$ cat config.mk
export PLATFORM = sky130hd
export DESIGN_NAME = tile_config_mem_shadow_flat
export DESIGN_NICKNAME = d
export VERILOG_FILES = /design/src/rtl/tile_config_mem_shadow_if.sv /design/src/rtl/tile_config_mem_shadow.sv /design/src/flat_wrapper.sv
export SDC_FILE = /design/constraint.sdc
export NUM_CORES = 1
export LEC_CHECK = 0
export ABC_AREA = 1
export CORE_MARGIN = 10
export CORE_UTILIZATION = 35
export DETAILED_ROUTE_END_ITERATION = 12
export GPL_TIMING_DRIVEN = 0
export PLACE_DENSITY = 0.76
export SLEW_MARGIN = 15
export SYNTH_ARGS = -nofsm -noshare
export SYNTH_HDL_FRONTEND = slang
export SYNTH_SLANG_ARGS = --single-unit
$ cat constraint.sdc
create_clock -name CLK -period 2.7 [get_ports CLK]
set_input_delay 0.54 -clock CLK [delete_from_list [all_inputs] [get_ports CLK]]
set_output_delay 0.54 -clock CLK [all_outputs]
set_load 0.01 [all_outputs]
$ cat src/rtl/tile_config_mem_shadow_if.sv
// Column configuration bus as seen by one tile: frame write port,
// commit pulse, readback select, and the tile's configuration outputs.
interface tile_config_mem_shadow_if #(
  parameter int MaxFramesPerCol = 20,
  parameter int FrameBitsPerRow = 32,
  parameter int NoConfigBits    = 40
);
  localparam int SelW = (MaxFramesPerCol > 1) ? $clog2(MaxFramesPerCol) : 1;

  logic [FrameBitsPerRow-1:0] FrameData;
  logic [MaxFramesPerCol-1:0] FrameStrobe;
  logic                       Commit;
  logic [SelW-1:0]            ReadFrameSel;
  logic [NoConfigBits-1:0]    ConfigBits;
  logic [NoConfigBits-1:0]    ConfigBits_N;
  logic                       FramesLoaded;
  logic                       StrobeError;
  logic [FrameBitsPerRow-1:0] ReadFrameData;

  // Bus master: drives frames, commit and readback select.
  modport master (
    output FrameData, FrameStrobe, Commit, ReadFrameSel,
    input  ConfigBits, ConfigBits_N, FramesLoaded, StrobeError, ReadFrameData
  );

  // Tile configuration memory.
  modport slave (
    input  FrameData, FrameStrobe, Commit, ReadFrameSel,
    output ConfigBits, ConfigBits_N, FramesLoaded, StrobeError, ReadFrameData
  );
endinterface

$ cat src/rtl/tile_config_mem_shadow.sv
// Shadowed per-tile configuration memory. Frames are captured into a
// staging register and copied atomically into the active ConfigBits on a
// Commit pulse, so live logic never sees a partially loaded configuration.
module tile_config_mem_shadow #(
  parameter int MaxFramesPerCol = 20,
  parameter int FrameBitsPerRow = 32,
  parameter int NoConfigBits    = 40
) (
  input logic                   CLK,
  input logic                   reset,
  tile_config_mem_shadow_if.slave bus
);
  localparam int UsedFrames = (NoConfigBits + FrameBitsPerRow - 1) / FrameBitsPerRow;
  localparam int SelW       = (MaxFramesPerCol > 1) ? $clog2(MaxFramesPerCol) : 1;
  localparam int PadW       = UsedFrames * FrameBitsPerRow;

  logic [NoConfigBits-1:0]    staging_q, staging_d;
  logic [NoConfigBits-1:0]    active_q, active_d;
  logic [UsedFrames-1:0]      loaded_q, loaded_d;
  logic                       strobe_err_q, strobe_err_d;
  logic [FrameBitsPerRow-1:0] rd_q, rd_d;

  logic                       multi_hot;
  logic                       write_en;
  logic [UsedFrames-1:0]      write_sel;
  logic [PadW-1:0]            staging_pad;

  // Padding bits of the last partial frame are never stored; fold them away.
  logic unused_frame_bits;
  assign unused_frame_bits = ^bus.FrameData;

  // Classify the strobe: two or more bits set is illegal; a single bit
  // outside the used frames selects nothing and is silently ignored.
  always_comb begin
    multi_hot = (bus.FrameStrobe & (bus.FrameStrobe - MaxFramesPerCol'(1))) != '0;
    write_sel = bus.FrameStrobe[UsedFrames-1:0];
    write_en  = !multi_hot && (write_sel != '0);
  end

  // Next staging: overwrite the strobed frame, dropping bits past NoConfigBits.
  always_comb begin
    staging_d = staging_q;
    for (int i = 0; i < NoConfigBits; i++) begin
      if (write_en && write_sel[i / FrameBitsPerRow]) begin
        staging_d[i] = bus.FrameData[i % FrameBitsPerRow];
      end
    end
  end

  // Commit copies staging including any same-cycle write, and restarts the
  // loaded tracker; the error flag only accumulates.
  always_comb begin
    active_d     = bus.Commit ? staging_d : active_q;
    loaded_d     = bus.Commit ? '0 : (loaded_q | (write_en ? write_sel : '0));
    strobe_err_d = strobe_err_q | multi_hot;
  end

  // Readback of the pre-write staging frame; zero padding covers both the
  // tail of the last frame and out-of-range selects.
  assign staging_pad = PadW'(staging_q);
  always_comb begin
    rd_d = '0;
    for (int f = 0; f < UsedFrames; f++) begin
      if (bus.ReadFrameSel == SelW'(f)) begin
        rd_d = staging_pad[f*FrameBitsPerRow +: FrameBitsPerRow];
      end
    end
  end

  // State registers; reset wins over any write or commit in the same cycle.
  always_ff @(posedge CLK) begin
    if (reset) begin
      staging_q    <= '0;
      active_q     <= '0;
      loaded_q     <= '0;
      strobe_err_q <= 1'b0;
      rd_q         <= '0;
    end else begin
      staging_q    <= staging_d;
      active_q     <= active_d;
      loaded_q     <= loaded_d;
      strobe_err_q <= strobe_err_d;
      rd_q         <= rd_d;
    end
  end

  assign bus.ConfigBits    = active_q;
  assign bus.ConfigBits_N  = ~active_q;
  assign bus.FramesLoaded  = &loaded_q;
  assign bus.StrobeError   = strobe_err_q;
  assign bus.ReadFrameData = rd_q;
endmodule

$ cat src/flat_wrapper.sv
// flat-port wrapper written by rule: the top's interface ports become plain ports
module tile_config_mem_shadow_flat 
#(
  parameter int MaxFramesPerCol = 20,
  parameter int FrameBitsPerRow = 32,
  parameter int NoConfigBits    = 40
)
  (CLK, reset, bus_FrameData, bus_FrameStrobe, bus_Commit, bus_ReadFrameSel, bus_ConfigBits, bus_ConfigBits_N, bus_FramesLoaded, bus_StrobeError, bus_ReadFrameData);
  tile_config_mem_shadow_if #(.MaxFramesPerCol(MaxFramesPerCol), .FrameBitsPerRow(FrameBitsPerRow), .NoConfigBits(NoConfigBits)) bus_i ();
  input logic CLK;
  input logic reset;
  input wire logic [$bits(bus_i.FrameData)-1:0] bus_FrameData;
  input wire logic [$bits(bus_i.FrameStrobe)-1:0] bus_FrameStrobe;
  input wire logic [$bits(bus_i.Commit)-1:0] bus_Commit;
  input wire logic [$bits(bus_i.ReadFrameSel)-1:0] bus_ReadFrameSel;
  output wire logic [$bits(bus_i.ConfigBits)-1:0] bus_ConfigBits;
  output wire logic [$bits(bus_i.ConfigBits_N)-1:0] bus_ConfigBits_N;
  output wire logic [$bits(bus_i.FramesLoaded)-1:0] bus_FramesLoaded;
  output wire logic [$bits(bus_i.StrobeError)-1:0] bus_StrobeError;
  output wire logic [$bits(bus_i.ReadFrameData)-1:0] bus_ReadFrameData;
  assign bus_i.FrameData = bus_FrameData;
  assign bus_i.FrameStrobe = bus_FrameStrobe;
  assign bus_i.Commit = bus_Commit;
  assign bus_i.ReadFrameSel = bus_ReadFrameSel;
  assign bus_ConfigBits = bus_i.ConfigBits;
  assign bus_ConfigBits_N = bus_i.ConfigBits_N;
  assign bus_FramesLoaded = bus_i.FramesLoaded;
  assign bus_StrobeError = bus_i.StrobeError;
  assign bus_ReadFrameData = bus_i.ReadFrameData;
  tile_config_mem_shadow #(.MaxFramesPerCol(MaxFramesPerCol), .FrameBitsPerRow(FrameBitsPerRow), .NoConfigBits(NoConfigBits)) u_core (.CLK(CLK), .reset(reset), .bus(bus_i));
endmodule
==> reports/metrics.csv <==
stage,metric,value,unit
grt,GRT overflow,0,
clock_tree,Root Buffer,clkbuf_16,
grt,Total GRT Usage,15.8,%
final_layout,utilization after layout,54.6,%
critical_path,worst reg2reg path startpoint,u_core.staging_q[39]$_SDFF_PP0_,
detailed_routing,Avg WL per Cell,14.2,µm
critical_path,CP Cell Sequence,clkdlybuf4s50_1 > nor2_4 > nand2_2 > nor2_4 > nand2_1 > o21ai_1 > nand2_1 > nor2_4 > buf_2 > nand4_1 > nand3_1 > a21oi_1,
synth,Mean Syn Cell Area,7.20,µm²
power,Pleak,2.91,nW
die,die area,18800,µm²
final_layout,Inserted Diodes,0,
hold_path,WHS Endpoint,u_core.bus.ReadFrameData[25]$_SDFF_PP0_,
clock_tree,worst-skew pair later-pin latency,0.41,ns
clock_tree,postcts setup bufs,0,
clock_tree,CTS Buf Count,17,
grt,largest net degree at the start of global routing,17,
power,PD cells,559,nW/µm²
power,peak supply drop,0.422,mV
critical_path,crit path DAT,2.63,ns
critical_path,reg-to-reg critical path endpoint,u_core.bus.ConfigBits[39]$_SDFFE_PP0P_,
placement,hpwl dp,11300,µm
run,Max-cap violations,0,
hold_path,hold_sp,u_core.staging_q[25]$_SDFF_PP0_,
outcome,outcome,"finished, final reports clean",
clock_tree,Worst-path clk slew,0.05,ns
sta,Least-Margin Pin Slew,0.596,ns
sta,Setup TNS Final,0,ns
synth,Synth Area in Compound Gates,6.26,%
critical_path,critical path peak fanout,10,
clock_tree,# hold bufs at CTS,0,
synth,Mapped Area,4800,µm²
power,Sw Pwr,0.868,mW
synth,#FFs+latches synth,115,
placement,GPL Wtd Cong,0.788,
sta,unrepaired setup endpoints after global routing,no,
die,area of the core,13300,µm²
critical_path,R2R Setup Slk,1.94,ns
critical_path,crit end category,flip-flop,
synth,Area contributors post-synth,"dfxtp_1 (48%), inv_1 (9.9%), nand2_1 (9.3%)",
final_layout,share of cells above drive strength 1,8.87,%
synth,mux cell area share after synthesis,0,%
sta,Post-Route Skew,0.00660,ns
placement,DP Cell Count,1013,
synth,main combinational cell family by area after synthesis,simple AND/OR/NAND/NOR gates,
sta,# setup viols final,0,
clock_tree,CTS sink count,115,
detailed_routing,DR vias,4752,
power,Int Pwr,3.21,mW
synth,"area leader, netlist",dfxtp_1,
synth,Simple-Gate Fraction of Synth Area,32.2,%
power,Reg power frac,41.9,%
die,num ports,174,
synth,unique cell type count in the Yosys netlist,24,
sta,hold_ws,0.436,ns
critical_path,"Slowest-stage cell, CP",clkdlybuf4s50_1,
sta,f_max,423,MHz
detailed_routing,WL final,14800,µm
detailed_routing,Residual DRC,0,
critical_path,worst path required time,2.97,ns
synth,post-synth net total,727,
sta,final slew viol count,0,
synth,xor and xnor area share after synthesis,0,%
synth,YS warnings,0,
final_layout,"non-filler cells, final",1044,
final_layout,Synth-to-Final Area Change,51.9,%
critical_path,Startpoint Class,primary input,
hold_path,Hold Path Class,reg2reg,
grt,initial antenna violation count,1,
clock_tree,H-tree depth,4,
critical_path,CP Launch Point,bus_FrameStrobe[1],
grt,vias in the first global route,4755,
critical_path,Top delay family on crit path,simple AND/OR/NAND/NOR gates,
die,Initial Utilization,36.0,%
die,Die H,137,µm
sta,relative slew slack,60.3,%
die,die width,137,µm
hold_path,WHS Path Cells,2,
sta,Final period util,87.6,%
synth,Synth top area share,48.0,%
clock_tree,CTS max path bufs,2,
final_layout,Layout Nets,916,
clock_tree,Post-CTS Resized,0,
critical_path,CP bufs+invs,2,
critical_path,peak per-stage delay on the critical path,0.46,ns
critical_path,WS Path Type,in2reg,
final_layout,"commonest non-fill, non-tap cell in the layout",clkdlybuf4s50_1,
detailed_routing,DRT Pass-1 Iters,5,
sta,Final Hold Fails,0,
final_layout,"commonest non-fill, non-tap cells in the layout","clkdlybuf4s50_1 (170), inv_1 (127), nand2_1 (119)",
critical_path,most used cell along the critical path,nor2_4,
power,combinational power share,5.7,%
synth,Synth Area in Adders,0,%
detailed_routing,Avg Vias per Cell,4.55,
synth,sequential fraction of the synthesis area,48.0,%
power,switching share of power,21.3,%
critical_path,reg2reg path depth,4,
die,# rows,42,
detailed_routing,Detailed Route Iter0 Violations,340,
clock_tree,CTS tree,done,
synth,Mapped Cells,667,
sta,fin crit period,2.37,ns
detailed_routing,post-route ant nets,0,
placement,I/O Buffers,170,
power,Clock power frac,52.4,%
grt,first-pass GRT wire length,23500,µm
[routing by layer]
metal,global-route usage (%),part of all wire (%),vias up
li1,-,-,2449
met1,17.8,41,2108
met3,6.41,10,23
met2,26.1,47,172
met5,0,0,-
met4,5.85,1.9,0
[kinds of logic (layout without fill, tap and decap cells)]
family / Yosys count / in the layout
flops: 115 / 115
compound gates: 58 / 58
buf+inv: 163 / 364
simple gates: 331 / 331
[worst reg2reg max path: stages, from the launching register on]
cell and delay [ns]:
dfxtp_1 0.30, inv_1 0.05, nand2_1 0.06, nand3_1 0.12
a21oi_1 0.16
[Yosys cell counts, drive strengths merged]
master,n
dfxtp,115
a21oi,44
o22ai,8
nor3,1
and2,1
nor2,92
nand4,40
clkinv,1
o21ai,6
nand3,47
nand3b,2
clkbuf,21
nand2,148
buf,14
inv,127
[per-stage QoR]
step	instance area, µm²	power, mW	worst slack (ns)
5_1_grt	7290	4.21	0.0486
6_report	7290	4.07	0.334
2_1_floorplan	4800	1.84	0.606
4_1_cts	7290	4.10	0.341
3_3_place_gp	6720	1.98	-0.0660
3_5_place_dp	6720	1.98	-0.0741
[registers in the layout, indices dropped and copies added (netlist names)]
register and flops:
u_core.bus.ConfigBits 40, u_core.bus.ReadFrameData 32, u_core.loaded_q 2, u_core.staging_q 40
u_core.bus.StrobeError 1
[worst max path at each step]
stage	to	slack, ns	depth (start not counted)
final	u_core.bus.ConfigBits[21]$_SDFFE_PP0P_	0.33	12
after global routing	u_core.bus.ConfigBits[23]$_SDFFE_PP0P_	0.05	12
after CTS	u_core.bus.ConfigBits[21]$_SDFFE_PP0P_	0.34	12
after detailed placement	u_core.bus.ConfigBits[24]$_SDFFE_PP0P_	-0.07	12
after global placement	u_core.bus.ConfigBits[24]$_SDFFE_PP0P_	-0.07	12
after floorplan	u_core.bus.ConfigBits[35]$_SDFFE_PP0P_	0.61	12
[cell type report]
cell class,instances,area (µm²)
tap,176,220
buffer,35,171
timing repair buffer,170,1700
sequential,115,2300
multi-input combinational,389,1850
fill,1235,6060
clock buffer,21,460
clock inverter,10,109
inverter,128,480
[power groups by stage]
| stage | Clock (mW) | Combinational, mW | Sequential (mW) |
|---|---|---|---|
| global placement | 0 | 0.234 | 1.74 |
| global route | 2.24 | 0.257 | 1.71 |
| floorplan | 0 | 0.0922 | 1.74 |
| CTS | 2.16 | 0.236 | 1.71 |
| finish | 2.13 | 0.234 | 1.71 |
| detailed placement | 0 | 0.234 | 1.74 |
(Power assumes the default switching activity.)
